===== src/rtl/fsm_pattern_sequencer.sv =====
// fsm_pattern_sequencer: steps two sequence-detector FSMs through a stored pattern and compares their z outputs.
// Optional HALT_ON_MISMATCH_EN ends the run on the CHECK that first records a mismatch.
module fsm_pattern_sequencer #(
    parameter int PAT_W = 16,
    parameter int CNT_W = 5
) (
    input  logic             clk,
    input  logic             reset,
    input  logic             start,
    input  logic [PAT_W-1:0] pattern,
    input  logic [CNT_W-1:0] len,
    input  logic             z_a,
    input  logic             z_b,
    output logic             w,
    output logic             fsm_reset,
    output logic             fsm_step,
    output logic             busy,
    output logic             done,
    output logic [CNT_W-1:0] det_count,
    output logic             mismatch,
    output logic [CNT_W-1:0] first_err
);
    typedef enum logic [2:0] {IDLE, CLEAR, DRIVE, STEP, CHECK, DONE} state_t;
    localparam logic [CNT_W-1:0] PAT_MAX = CNT_W'(PAT_W);
    state_t           state_q;
    logic [PAT_W-1:0] pat_q;
    logic [CNT_W-1:0] eff_len_q, i_q, det_q, first_err_q;
    logic             w_q, fsm_reset_q, fsm_step_q, busy_q, done_q, mismatch_q;
    logic             last, set_mm, fin;
    always_comb begin
        last   = i_q == eff_len_q - 1'b1;
        set_mm = (z_a != z_b) && !mismatch_q;
`ifdef HALT_ON_MISMATCH_EN
        fin    = last || set_mm;
`else
        fin    = last;
`endif
    end
    // Outputs are set on the edge entering each state, so they are registered and glitch-free.
    // The pattern is shifted right per bit so the next bit is always pat_q[1].
    always_ff @(posedge clk) begin
        if (reset) begin
            state_q     <= IDLE;
            pat_q       <= '0;
            eff_len_q   <= '0;
            i_q         <= '0;
            det_q       <= '0;
            first_err_q <= '0;
            w_q         <= 1'b0;
            fsm_reset_q <= 1'b0;
            fsm_step_q  <= 1'b0;
            busy_q      <= 1'b0;
            done_q      <= 1'b0;
            mismatch_q  <= 1'b0;
        end else begin
            case (state_q)
                IDLE: if (start) begin
                    pat_q       <= pattern;
                    eff_len_q   <= (len > PAT_MAX) ? PAT_MAX : len;
                    fsm_reset_q <= 1'b1;
                    busy_q      <= 1'b1;
                    state_q     <= CLEAR;
                end
                CLEAR: begin
                    fsm_reset_q <= 1'b0;
                    det_q       <= '0;
                    mismatch_q  <= 1'b0;
                    first_err_q <= '0;
                    i_q         <= '0;
                    if (eff_len_q == '0) begin
                        busy_q  <= 1'b0;
                        done_q  <= 1'b1;
                        state_q <= DONE;
                    end else begin
                        w_q     <= pat_q[0];
                        state_q <= DRIVE;
                    end
                end
                DRIVE: begin
                    fsm_step_q <= 1'b1;
                    state_q    <= STEP;
                end
                STEP: begin
                    fsm_step_q <= 1'b0;
                    state_q    <= CHECK;
                end
                CHECK: begin
                    if (z_a && det_q != '1) det_q <= det_q + 1'b1;
                    if (set_mm) begin
                        mismatch_q  <= 1'b1;
                        first_err_q <= i_q;
                    end
                    if (fin) begin
                        w_q     <= 1'b0;
                        busy_q  <= 1'b0;
                        done_q  <= 1'b1;
                        state_q <= DONE;
                    end else begin
                        i_q     <= i_q + 1'b1;
                        pat_q   <= pat_q >> 1;
                        w_q     <= pat_q[1];
                        state_q <= DRIVE;
                    end
                end
                DONE: begin
                    done_q  <= 1'b0;
                    state_q <= IDLE;
                end
                default: state_q <= IDLE;
            endcase
        end
    end
    assign w         = w_q;
    assign fsm_reset = fsm_reset_q;
    assign fsm_step  = fsm_step_q;
    assign busy      = busy_q;
    assign done      = done_q;
    assign det_count = det_q;
    assign mismatch  = mismatch_q;
    assign first_err = first_err_q;
endmodule


===== config.mk =====
export PLATFORM = sky130hd
export DESIGN_NAME = fsm_pattern_sequencer
export DESIGN_NICKNAME = d
export VERILOG_FILES = /design/src/rtl/fsm_pattern_sequencer.sv
export SDC_FILE = /design/constraint.sdc
export NUM_CORES = 1
export LEC_CHECK = 0
export ABC_AREA = 1
export CORE_MARGIN = 2
export CORE_UTILIZATION = 35
export CTS_CLUSTER_SIZE = 24
export DETAILED_ROUTE_END_ITERATION = 16
export HOLD_SLACK_MARGIN = 0.02
export PLACE_DENSITY = 0.66
export SYNTH_ARGS = -nofsm -noshare
export SYNTH_HDL_FRONTEND = slang
export SYNTH_SLANG_ARGS = --single-unit

===== constraint.sdc =====
create_clock -name clk -period 4.9 [get_ports clk]
set_input_delay 0.98 -clock clk [delete_from_list [all_inputs] [get_ports clk]]
set_output_delay 0.98 -clock clk [all_outputs]
set_load 0.1 [all_outputs]

; Yosys cells after proc, flatten, opt, wreduce, memory -nomap -nowiden
; Index checks and enable logic that the tools add are counted.
[totals]
regBits = 45
output_inout_bits = 16
input_bits = 26
wordCells = 79
[op_classes]
add_sub_neg = 3
magnitude_cmp = 1
n_eq_ne = 15
n_mux = 28
reduce_logical = 20
[op_table]
columns = cell, count
row1 = $mux W16, 2
row2 = $pmux W16 S2, 1
row3 = $pmux W5 S2, 3
row4 = $mux W5, 4
row5 = $pmux W3 S5, 1
row6 = $ne A2 B2 Y1 const B, 7
row7 = $reduce_and A2 Y1, 6
row8 = $add A5 B1 Y5 const B, 2
row9 = $mux W3, 3
row10 = $mux W1, 8
row11 = $pmux W1 S2, 4
row12 = $reduce_bool A2 Y1, 4
row13 = $eq A3 B2 Y1 const B, 2
row14 = $eq A3 B3 Y1 const B, 2
row15 = $pmux W1 S3, 2
row16 = $reduce_and A3 Y1, 2
row17 = $reduce_bool A3 Y1, 2
row18 = $eq A5 B5 Y1, 1
row19 = $gt A5 B5 Y1 const B, 1
row20 = $logic_not A5 Y1, 1
row21 = $ne A5 B5 Y1 const B, 1
row22 = $sub A5 B1 Y5 const B, 1
row23 = $reduce_and A4 Y1, 1
row24 = $eq A3 B1 Y1 const B, 1
row25 = other kinds (4), 5

; Logic depth before layout (Yosys ltp)
[depth]
depth_word = 4
mapped_depth = 13
depth_no_buf = 12

; Worst setup path after synthesis
; OpenSTA, ideal clock, no wires.
[synth_path]
kind = reg-to-reg
start = register det_q[0], in the netlist det_count[0]
end = register det_q[1], in the netlist det_count[1]
stages_incl_launch_ff = 10
required_time_ps = 4814
path_buffers = 0
setup_slack_ps = 2762
t_arrival_ps = 2052
period_less_slack_ps = 2138
setup_time_ps = 86
cell_sequence = dfxtp_1 > ha_1 > inv_1 > nor3_1 > ha_1 > nand3b_1 > nand2_2 > inv_2 > a21oi_1 > a211oi_1
[synth_between]
elab_chain_len = 4
elab_cells_between_ends = 7
[synth_rtl]
columns = element, line_no
row1 = from (decl), 27  ; logic [CNT_W-1:0] eff_len_q, i_q, det_q, first_err_q;
row2 = from (signal assigned), 88  ; if (z_a && det_q != '1) det_q <= det_q + 1'b1;
row3 = branches (longest 4 deep; another with $add A5 B1 Y5), -
; Several ways; the timed one is not identified. The select of a mux whose other input is x is not followed.
; A chain may end at the register's enable or synchronous reset.

; Final worst setup path
[layout_path]
start = register det_q[0], in the netlist det_count[0]
end = output det_count[0]
[layout_lines]
columns = element, line_no
row1 = to (decl), 19  ; output logic [CNT_W-1:0] det_count,
; No word-level cell between the ends.

==> summary.txt <==
status -> finished, final reports clean
buffers added on ports -> 41
largest net degree at the start of global routing -> 36
Peak supply drop -> 0.151 mV
setup TNS -> 0 ps
final clock skew -> 4.33 ps
final net count -> 408
WS Path Type -> reg2out
DIE AREA -> 7550 sq um
Largest delay share family, worst path -> buffers and inverters
unrepaired setup endpoints after global routing -> false
Critical R2R Capture -> i_q[2]$_SDFFE_PP0P_
number of enable flip-flop cells after synthesis -> 0
GPL Wtd Cong -> 0.841
Core Box Area -> 6720 sq um
largest stage delay on the critical path -> 1150 ps
critical path depth in cells -> 1
P&R area growth vs syn -> 21.3%
Static Leak -> 0.00125 uW
layout filler cell count -> 699
Ports -> 42
most frequent cells in the layout -> nand2_1, dfxtp_1, clkdlybuf4s50_1, inv_1, a21oi_1
CP Data Required Time -> 3920 ps
TritonCTS Buffers -> 5
reg2reg start -> state_q[1]$_SDFFE_PP0N_
Worst Hold Class -> reg2reg
f_max -> 357 MHz
most common cell after layout, fill and taps aside -> nand2_1
Clock Latency Late Sink -> 290 ps
share of cells above drive strength 1 -> 7.92%
critical path's slowest cell -> clkdlybuf4s50_1
DR vias/cell -> 4.89
Synth area leader -> dfxtp_1
Yosys Warn Count -> 0
dpl cell area -> 2830 sq um
initial core utilization -> 35.8%
Post-CTS Setup Inserts -> 0
Setup crit start kind -> flip-flop
Max-Cap Viols -> 0
Post-Route WL -> 5250 um
top cell type's share of synthesized area -> 37.4%
Detailed Route Iter0 Violations -> 93
Chip Width -> 86.9 um
FF+latch count, synth -> 45
CTS root buf -> clkbuf_8
pwr/cell area -> 457 nW/um^2
Clock Path Buffers -> 2
R2R depth -> 8
vias in the first global route -> 1944
per-cell routed wire length -> 11.4 um
CTS tree -> done
synthesized area per cell -> 7.01 sq um
sequential share of the synthesized area -> 37.4%
Setup crit end kind -> output port
final setup violation count -> 0
Min Hold Slack -> 472 ps
Cell Rows -> 30
Final Cell Area -> 2920 sq um
GRT Util Overall -> 14.1%
minimum clock period after layout -> 2800 ps
worst-path maximum fanout -> 4
cts hold-fix bufs -> 0
GRT overflow -> 0
Area contributors post-synth -> dfxtp_1, nand2_1, a21oi_1
Post-synth ARST share -> 0%
Netlist cell types -> 36
start point of the critical path -> det_count[0]$_SDFFE_PP0P_
Hold Vio Cnt, Final -> 0
die height -> 86.9 um
initial antenna violation count -> 0
Worst Path Arrival -> 1820 ps
DRC violations left -> 0
Final ANT Viol Nets -> 0
WP buf/inv -> 1
Antenna Cells -> 0
Clk pin slew, worst setup/hold paths -> 90 ps
gate count of the mapped netlist -> 343
Post-Syn Area -> 2410 sq um
dominant synthesized flop cell -> dfxtp_1
Final Max Tran Viols -> 0
crit share post-route -> 57.1%
flop-to-flop setup slack -> 2600 ps
end of the critical path -> det_count[0]
Pre-antenna DRT Iters -> 4
first-pass GRT wire length -> 8650 um
HPWL Detailed -> 3790 um
vias -> 2245
post-CTS sizing -> 0
slew margin rel. -> 35.0%
Least-Margin Pin Slew -> 973 ps
Clock Sinks -> 45
htree depth -> 2
Post-Syn Nets -> 373
Cell Chain, Critical Path -> clkdlybuf4s50_1
cell type report:
type,instances,area (sq um),share of cell area (%)
clock buffer,5,68.8,2.36
clock inverter,3,22.5,0.772
inverter,42,158,5.40
multi-input combinational,241,1240,42.6
sequential,45,901,30.9
tap,80,100,3.43
timing repair buffer,43,425,14.6
cells in the mapped netlist (5+ instances only):
master / instances
clkbuf_1: 5
nand2_1: 85
a21oi_1: 31
buf_2: 5
inv_1: 40
o22ai_1: 5
dfxtp_1: 45
nor3_1: 7
nand3_1: 25
nor2_1: 25
o21ai_0: 23
worst reg2reg max path: stages (launching register included):
cell and delay, ps:
dfxtp_1 370, nor2_2 130, nand2_1 530, inv_2 510, nand4_1 250, nand2_1 200
inv_1 80, nor2_1 100, nor2_1 40
per-stage QoR:
stage / setup slack [ps] / cells / power, uW / utilization [%]
floorplan: 2760 / 343 / 986 / -
global placement: 2200 / 451 / 1100 / 42.1
detailed placement: 2150 / 451 / 1110 / 42.1
CTS: 2080 / 459 / 1350 / 43.4
global route: 2050 / 459 / 1430 / 43.4
finish: 2100 / 459 / 1330 / 43.4
flip-flops by register name, summed over array words and instances, names as in the netlist:
register and cells:
fsm_step 1, eff_len_q 5, pat_q 16, w 1, mismatch 1, done 1, i_q 5, det_count 5
fsm_reset 1, state_q 3, busy 1, first_err 5
worst min path at each step:
stage                                 startpoint                      to  depth (start not counted)
final                          busy$_SDFFE_PP0P_       busy$_SDFFE_PP0P_                          2
after global routing      pat_q[15]$_SDFFE_PP0P_  pat_q[15]$_SDFFE_PP0P_                          2
after CTS                      busy$_SDFFE_PP0P_       busy$_SDFFE_PP0P_                          2
after detailed placement       busy$_SDFFE_PP0P_       busy$_SDFFE_PP0P_                          2
after global placement         busy$_SDFFE_PP0P_       busy$_SDFFE_PP0P_                          2
after floorplan           pat_q[15]$_SDFFE_PP0P_  pat_q[15]$_SDFFE_PP0P_                          2
metal layers:
metal / track usage, % / share of wire [%] / vias up
li1: - / - / 1185
met1: 19.4 / 47 / 1008
met2: 22.5 / 48 / 47
met3: 2.94 / 4.6 / 5
met4: 4.12 / 0.71 / 0
met5: 0 / 0 / -
power by group:
group | switching, uW | leakage (uW) | internal, uW
Clock | 133 | 0.0000364 | 100
Sequential | 43.5 | 0.000369 | 439
Combinational | 423 | 0.000846 | 195
Total | 600 | 0.00125 | 735
logic make-up after synthesis:
kind of cell	synth area share (%)
buffers and inverters	10.9
and+or+nand+nor	32.6
adders and majority gates	2.08
xor gates and xnor gates	1.82
DFF	37.4
AOI/OAI and AO/OA	15.1
Power figures use the tool's default switching activity.
